## src/rtl/if_pc_unit_pkg.sv

```systemverilog
// Shared constants, FSM encoding and payload types for the fetch-stage PC unit.
package if_pc_unit_pkg;

  localparam int unsigned XLEN     = 32;
  localparam int unsigned EXCODE_W = 5;

  localparam logic [XLEN-1:0] PC_RESET  = 32'h0000_3000;
  localparam logic [XLEN-1:0] EXC_ENTRY = 32'h0000_4180;
  localparam logic [XLEN-1:0] IM_LO     = 32'h0000_3000;
  localparam logic [XLEN-1:0] IM_HI     = 32'h0000_6FFC;
  localparam logic [XLEN-1:0] PC_STEP   = 32'd4;

  localparam logic [EXCODE_W-1:0] EXC_ADEL = 5'd4;
  localparam logic [EXCODE_W-1:0] EXC_NONE = 5'd0;

  typedef enum logic [1:0] {
    ST_RUN   = 2'd0,
    ST_HOLD  = 2'd1,
    ST_REDIR = 2'd2
  } state_e;

  typedef struct packed {
    logic                exc;
    logic [EXCODE_W-1:0] excode;
  } fetch_exc_t;

endpackage

```

## src/rtl/if_pc_unit_addr_check.sv

```systemverilog
// Fetch-address legality check (alignment and IM window); built only when IF_ADDR_CHECK_EN is defined.
`ifdef IF_ADDR_CHECK_EN
module if_addr_check
  import if_pc_unit_pkg::*;
(
  input  logic [XLEN-1:0] pc,
  output fetch_exc_t      res
);

  logic bad_c;

  assign bad_c      = (pc[1:0] != 2'b00) || (pc < IM_LO) || (pc > IM_HI);
  assign res.exc    = bad_c;
  assign res.excode = bad_c ? EXC_ADEL : EXC_NONE;

endmodule
`endif

```

## src/rtl/if_pc_unit.sv

```systemverilog
// Fetch-stage PC register and redirect sequencer (exception, eret, delayed branch/jump).
// Optional fetch-address exception check enabled by macro IF_ADDR_CHECK_EN.
module if_pc_unit
  import if_pc_unit_pkg::*;
(
  input  logic                clk,
  input  logic                reset,
  input  logic                stall_F,
  input  logic                npc_sel_D,
  input  logic [XLEN-1:0]     npc_D,
  input  logic                exc_req,
  input  logic                eret_req,
  input  logic [XLEN-1:0]     epc,
  output logic [XLEN-1:0]     PC_F,
  output logic [XLEN-1:0]     PC4_F,
  output logic                BD_F,
  output logic                redir_F,
  output logic                exc_F,
  output logic [EXCODE_W-1:0] excode_F
);

  state_e          state_q, state_d;
  logic [XLEN-1:0] pc_d;
  logic            bd_d;
  logic            redir_d;

  // State and fetch-tag registers
  always_ff @(posedge clk) begin
    if (reset) begin
      state_q <= ST_RUN;
      PC_F    <= PC_RESET;
      BD_F    <= 1'b0;
      redir_F <= 1'b0;
    end else begin
      state_q <= state_d;
      PC_F    <= pc_d;
      BD_F    <= bd_d;
      redir_F <= redir_d;
    end
  end

  // Next PC / tags: exc > eret > stall > D-stage target > sequential
  always_comb begin
    state_d = state_q;
    pc_d    = PC_F;
    bd_d    = BD_F;
    redir_d = redir_F;
    if (exc_req || eret_req) begin
      pc_d    = exc_req ? EXC_ENTRY : epc;
      bd_d    = 1'b0;
      redir_d = 1'b1;
      state_d = ST_REDIR;
    end else if (stall_F) begin
      state_d = ST_HOLD;
    end else begin
      pc_d    = npc_sel_D ? npc_D : PC_F + PC_STEP;
      bd_d    = npc_sel_D;
      redir_d = 1'b0;
      // A held redirect resumes its REDIR mode for one cycle before RUN
      case (state_q)
        ST_HOLD: state_d = redir_F ? ST_REDIR : ST_RUN;
        default: state_d = ST_RUN;
      endcase
    end
  end

  assign PC4_F = PC_F + PC_STEP;

`ifdef IF_ADDR_CHECK_EN
  fetch_exc_t fetch_exc;

  if_addr_check u_addr_check (
    .pc  (PC_F),
    .res (fetch_exc)
  );

  assign exc_F    = fetch_exc.exc;
  assign excode_F = fetch_exc.excode;
`else
  assign exc_F    = 1'b0;
  assign excode_F = EXC_NONE;
`endif

endmodule
```

## config.mk

```make
export PLATFORM = sky130hd
export DESIGN_NAME = if_pc_unit
export DESIGN_NICKNAME = d
export VERILOG_FILES = /design/src/rtl/if_pc_unit_pkg.sv /design/src/rtl/if_pc_unit_addr_check.sv /design/src/rtl/if_pc_unit.sv
export SDC_FILE = /design/constraint.sdc
export NUM_CORES = 1
export LEC_CHECK = 0
export CORE_ASPECT_RATIO = 2
export CORE_MARGIN = 2
export CORE_UTILIZATION = 44
export DETAILED_ROUTE_END_ITERATION = 8
export PLACE_DENSITY = 0.87
export SYNTH_ARGS = -nofsm -noshare
export SYNTH_HDL_FRONTEND = slang
export SYNTH_SLANG_ARGS = --single-unit
```

## constraint.sdc

```tcl
create_clock -name clk -period 3.61 [get_ports clk]
set_clock_uncertainty 0.2 [all_clocks]
set_input_delay 0.722 -clock clk [delete_from_list [all_inputs] [get_ports clk]]
set_output_delay 0.722 -clock clk [all_outputs]
set_load 0.02 [all_outputs]
```

# == After elaboration in Yosys (flattened, before gate mapping) ==
# Cells that the tools add are included.
# classes
add_sub_neg,1
n_eq_ne,1
n_mux,6
n_reduce_logical,2
# op_table
cell,n
$mux W32,4
$add A32 B3 Y32 const B,1
$mux W1,2
$ne A2 B1 Y1 const B,1
$reduce_or A2 Y1,1
$logic_or A1 B1 Y1,1
# totals
input_bits,70
reg_bits,34
elab_cells,13
output_inout_bits,72

# == Logic depth before layout (Yosys ltp) ==
# Gate-level depths: netlist of run 1.
# logic_depth
word_depth,4
depth_mapped,7
mapped_depth_nobuf,6

# == Worst setup path before layout of run 1 ==
# No wires, ideal clock.
# synth_timing
path_kind,reg-to-output
start,reg PC_F[2]
end,out PC4_F[26]
path_slack_ns,0.924
t_required_ns,2.688
n_path_buf,0
stages_incl_launch_ff,6
t_arrival_ns,1.764
cell_sequence,dfxtp_1 -> ha_1 -> nand3_1 -> nor2_1 -> nand4_1 -> xnor2_1
# synth_via
elab_chain_cells,1
# synth_lines
item,line,text
start: declaration,if_pc_unit.sv:14,"output logic [XLEN-1:0] PC_F,"
start signal: assignment,if_pc_unit.sv:36,PC_F <= pc_d;
$add A32 B3 Y32,if_pc_unit.sv:67,assign PC4_F = PC_F + PC_STEP;
end: declaration,if_pc_unit.sv:15,"output logic [XLEN-1:0] PC4_F,"
# Every way passes these cells.

# == Worst setup path after layout of run 1 ==
# layout_timing
start,reg PC_F[4]
end,out PC4_F[15]
# Same word-level chain as after synthesis.

==> flow_summary.ini, run 1 <==
[outcome]
status = complete, no violations

[pwr]
ir_drop_mv = 0.254
power_leakage_nw = 1.66
powerDensity_nw_per_um2 = 288
power_mw = 1.26

[setup_path]
crit_arrival_ps = 2570
crit_family = buffers and inverters
startpoint_type = register
critPathMaxFanout = 9
crit_path_end_kind = output pin
cp.required_ps = 2690
path_cells = nand4_1, nor3_4, buf_4, nand2_1, xnor2_1, clkdlybuf4s50_1
critical_path_buf_inv_count = 2
critical_path_class = reg -> out
crit_slowest_cell = clkdlybuf4s50_1
r2r_setup_slack_ps = 1390
critPathMaxStageDelay_ps = 670

[floorplanning]
core_area_sq_um = 6210
rows = 41
io_pins = 142
die_h_microns = 116
start_util_pct = 44.8
die_area_sq_um = 7010
die_w_microns = 60.2

[detailed_routing]
num_vias = 3605
routed_via_density = 6.12
drc = 0
antenna_left = 0
wl_per_cell_microns = 18.1
dr.pass1.iters = 5
drt_iter0_drc = 266
routed_wl_mm = 10.7

[clock_tree]
cts_buffers = 5
path_clk_slew_ps = 50
cts_tree = yes
clock-sinks = 34
cts_root_buffer = clkbuf_16
cts_buffer_depth = 2
clock_latency_ps = 290
h-tree-depth = 2

[global_routing]
track_usage_pct = 31.5
grt_remaining_overflow = 0
grt_pass1_wl_mm = 16.7
grt_pass1_vias = 3491
grt_max_degree = 20
antenna_found_initial = 0

[timing]
fin_tns_setup_ps = 0
setup-violations-final = 0
max_slew_margin_pct = 48.9
rsz0062_at_grt = no
min_period_ps = 3490
fin_crit_sh_pct = 96.6
hold_viol_final = 0
max_freq_mhz = 287
report.final.slew_viol_count = 0
tightest_slew_ps = 760

[worst_hold_path]
hold_class = reg -> reg

[placement]
dpl_cell_area_sq_um = 4210
dp.cells = 582
dp_hpwl_mm = 7.96
io_buffers = 135
routabilityCongestion = 0.926

[layout]
syn2layout_area_growth_pct = 56.7
fin_nets = 575
antenna_cells = 0
fillCellCount = 531
fin_area_sq_um = 4360
multi_input_area_sq_um = 1910
seq_area_sq_um = 682
stdcell_count = 589
drive_above_1_share_pct = 7.36

[synth]
yosysSeqAreaShare_pct = 24.5
synthArstFlopShare_pct = 0
synth_ff_type = dfxtp_1
ys_ff_latch = 34
yosysWarnings = 0
netlist_top_cells_area = dfxtp_1, xnor2_1, a21oi_1, nor3_1, nor2_1
synth_top_area_share_pct = 24.5
synth_area_sq_um = 2780
synth.avg_cell_area_sq_um = 7.42
yosysTopAreaCell = dfxtp_1
ys_types = 60
postSynthCellCount = 375
synth_enable_flop_cells = 0

[run]
drv_cap = 0
==> flip-flops by register name (all words and copies together), names as in the netlist <==
signal	count
PC_F	32
redir_F	1
BD_F	1
==> Yosys cell counts, types with 9 or more instances <==
master / number
o21ai_0: 10
buf_4: 9
o221ai_1: 9
a21oi_1: 27
nand2_1: 30
clkbuf_1: 16
dfxtp_1: 34
xnor2_1: 19
nor3_1: 26
nand3_1: 22
nor2_1: 33
==> timing repair <==
| item | 4_1_cts | 5_1_grt |
|---|---|---|
| hold buffers | 0 | 0 |
| buffers inserted | 0 | 1 |
| gates resized for setup | 0 | 2 |
| setup endpoints to repair | 0 | 7 |
==> final timing paths <==
check        startpoint         to  cells after the start
max reg2reg     PC_F[4]   PC_F[31]                      6
min reg2reg     redir_F    redir_F                      2
min             redir_F    redir_F                      2
max             PC_F[4]  PC4_F[15]                      6
==> placed cells by master, fill, tap and decap left out, types with 4 or more instances in the layout <==
cell type	count
nand2_1	30
nor3_1	26
buf_4	17
mux2i_1	7
and2_1	4
a221oi_1	4
dfxtp_1	33
clkdlybuf4s50_1	134
a211oi_1	6
xor2_1	6
a221o_1	5
o221ai_1	9
clkbuf_16	5
o21ai_0	10
o22ai_1	4
and3_1	6
nor2b_1	5
conb_1	6
a21oi_1	27
nand4_1	8
and4_1	5
nand2b_1	5
a31oi_1	5
nor2_1	33
xnor2_1	19
inv_1	8
nand3_1	22
==> metrics by stage <==
step           hold WS, ps  utilization, %  worst slack, ps
4_1_cts                311            70.0              152
6_report               308            70.2              122
3_3_place_gp           280            67.8              484
2_1_floorplan          335               -              924
3_5_place_dp           297            67.8              490
5_1_grt                322            70.2             2.02
==> logic make-up (layout without fill, tap and decap cells) <==
logic type                 Yosys count  in the layout  share of synthesized area, %
DFF                                 34             34                          24.5
adders and majority gates            1              1                         0.450
and+or+nand+nor                    167            167                          33.4
AOI/OAI and AO/OA                   96             96                          23.8
muxes                                7              7                          2.52
other                                1              6                         0.135
buffers and inverters               44            167                          7.38
xor gates and xnor gates            25             25                          7.87
==> where the power goes <==
group          switching, mW  internal (mW)  total, mW
Sequential            0.0382          0.397      0.435
Clock                  0.168          0.267      0.435
Combinational          0.189          0.196      0.385
==> cell type report <==
class,count,share of cell area [%]
Multi-Input combinational cell,302,43.9
Timing Repair Buffer,152,34.0
Sequential cell,34,15.6
Clock buffer,6,3.19
Tap cell,86,2.47
Inverter,9,0.775
==> routing by layer <==
metal	up-vias	GRT usage [%]	wire length (microns)	share of wire (%)
met5	-	0	0	0
met1	1652	37.5	3870	36
met3	48	6.87	1150	11
met4	0	17.5	535	5.0
li1	1640	-	-	-
met2	265	50.9	5110	48
==> tightest hold or removal path, stage by stage, from the launching register on <==
cell and delay [ps]:
dfxtp_1 320, nand2_1 70, a21oi_1 70
Note: power is estimated with default switching activity, not from simulation.
==> run 2, diff against run 1 <==
PLACE_DENSITY = 0.88   (was 0.87)
==> flow_summary.ini, run 2 (synthesized netlist as in run 1, its figures left out) <==
[outcome]
status = complete, no violations

[clock_tree]
post_cts_buffers = 0
clock-sinks = 34
cts_buffer_depth = 2
path_clk_slew_ps = 50
cts_hold_buf = 0
cts_buffers = 5
cts_tree = yes
clock_latency_ps = 280
cts.repair.resized = 0
cts_root_buffer = clkbuf_16
h-tree-depth = 2

[setup_path]
crit_path_end_kind = output pin
critPathMaxFanout = 8
reg2reg_depth = 6
critical_path_class = reg -> out
cp.required_ps = 2690
rr_startpoint = PC_F[2]
r2r_setup_slack_ps = 1430
critPathLaunch = PC_F[15]
startpoint_type = register
critPathCapture = PC4_F[26]
reg2reg_to = PC_F[24]
crit_arrival_ps = 2530

[layout]
largest_reg_flops = 32
fin_nets = 573
antenna_cells = 0
stdcell_count = 588
drive_above_1_share_pct = 6.57
fillCellCount = 514
top_regs = PC_F x32, BD_F x1, redir_F x1
syn2layout_area_growth_pct = 55.8
most-common-layout-cells = clkdlybuf4s50_1, dfxtp_1, nor2_1, nand2_1, a21oi_1
fin_area_sq_um = 4330
multi_input_area_sq_um = 1910
final_common_cell = clkdlybuf4s50_1
utilization_pct = 69.8
seq_area_sq_um = 681
top_register = PC_F

[timing]
report.final.slew_viol_count = 0
rsz0062_at_grt = no
fin_crit_sh_pct = 95.6
hold_viol_final = 0
fin_tns_setup_ps = 0
min_period_ps = 3450
layout_setup_ws_ps = 158
hold_slack_ps = 265
tightest_slew_ps = 730
max_slew_margin_pct = 51.0
max_freq_mhz = 290
setup-violations-final = 0

[pwr]
powerDensity_nw_per_um2 = 284
ir_drop_mv = 0.241
power_leakage_nw = 1.64
power_mw = 1.23

[placement]
routabilityCongestion = 0.913
dp.cells = 581
io_buffers = 135
pre_cts_slack_ps = 489
dpl_cell_area_sq_um = 4200
dp_hpwl_mm = 7.72

[detailed_routing]
wl_met3_mm = 1.01
antenna_left = 0
dr.pass1.iters = 5
drc = 0
wl_met2_mm = 4.87
num_vias = 3515
routed_wl_mm = 10.4
routed_via_density = 5.98
dr.max_layer_used = met4
wl_met1_mm = 4.09
drt_iter0_drc = 224
wl_per_cell_microns = 17.7

[floorplanning]
io_pins = 142
start_util_pct = 44.8
die_h_microns = 116
core_area_sq_um = 6210
die_area_sq_um = 7010
die_w_microns = 60.2
rows = 41

[global_routing]
grt_pass1_vias = 3349
grt_remaining_overflow = 0
grt_max_degree = 25
antenna_found_initial = 0
grt_pass1_wl_mm = 16.3
track_usage_pct = 30.2

[worst_hold_path]
hp-start = redir_F
hold_class = reg -> reg

[run]
drv_cap = 0
==> run 2: cell types whose count changed in the layout (fill, tap and decap cells not counted) <==
cell / delta
clkdlybuf4s50_1: +1
clkbuf_1: +2
dlymetal6s2s_1: -1
buf_4: -2
clkbuf_8: -1
dfxtp_1: +1
dfxtp_2: -1
==> run 2: how the worst min path moves through the flow <==
stage / endpoint / cells past startpoint
global route: redir_F / 2
global placement: redir_F / 2
detailed placement: redir_F / 2
floorplan: BD_F / 2
finish: redir_F / 2
CTS: redir_F / 2
==> run 2: final cells by class <==
type | instances | area share, %
multi-input cells | 302 | 44.2
repair buffers | 150 | 33.8
flip-flops and latches | 34 | 15.7
clock buffers | 7 | 3.06
well taps | 86 | 2.48
inverters | 9 | 0.780
==> run 2: where the power goes <==
| part | leakage, nW | total (mW) | switching (mW) | internal, mW |
|---|---|---|---|---|
| Clock | 0.0640 | 0.413 | 0.160 | 0.252 |
| Sequential | 0.280 | 0.433 | 0.0365 | 0.397 |
| Combinational | 1.29 | 0.386 | 0.190 | 0.196 |
| Total | 1.64 | 1.23 | 0.387 | 0.845 |
==> run 2: worst max-delay path: stages, from the launching register on <==
cell and delay (ps):
dfxtp_1 510, nand4_2 280, nor3_2 400, nand4_1 220
xnor2_1 210, clkdlybuf4s50_1 630
==> run 2: layer usage <==
layer  GRT usage, %  vias to the layer above
met4           14.2                        0
met3           4.76                       35
met5              0                        -
li1               -                     1627
met2           49.9                      255
met1           37.2                     1598
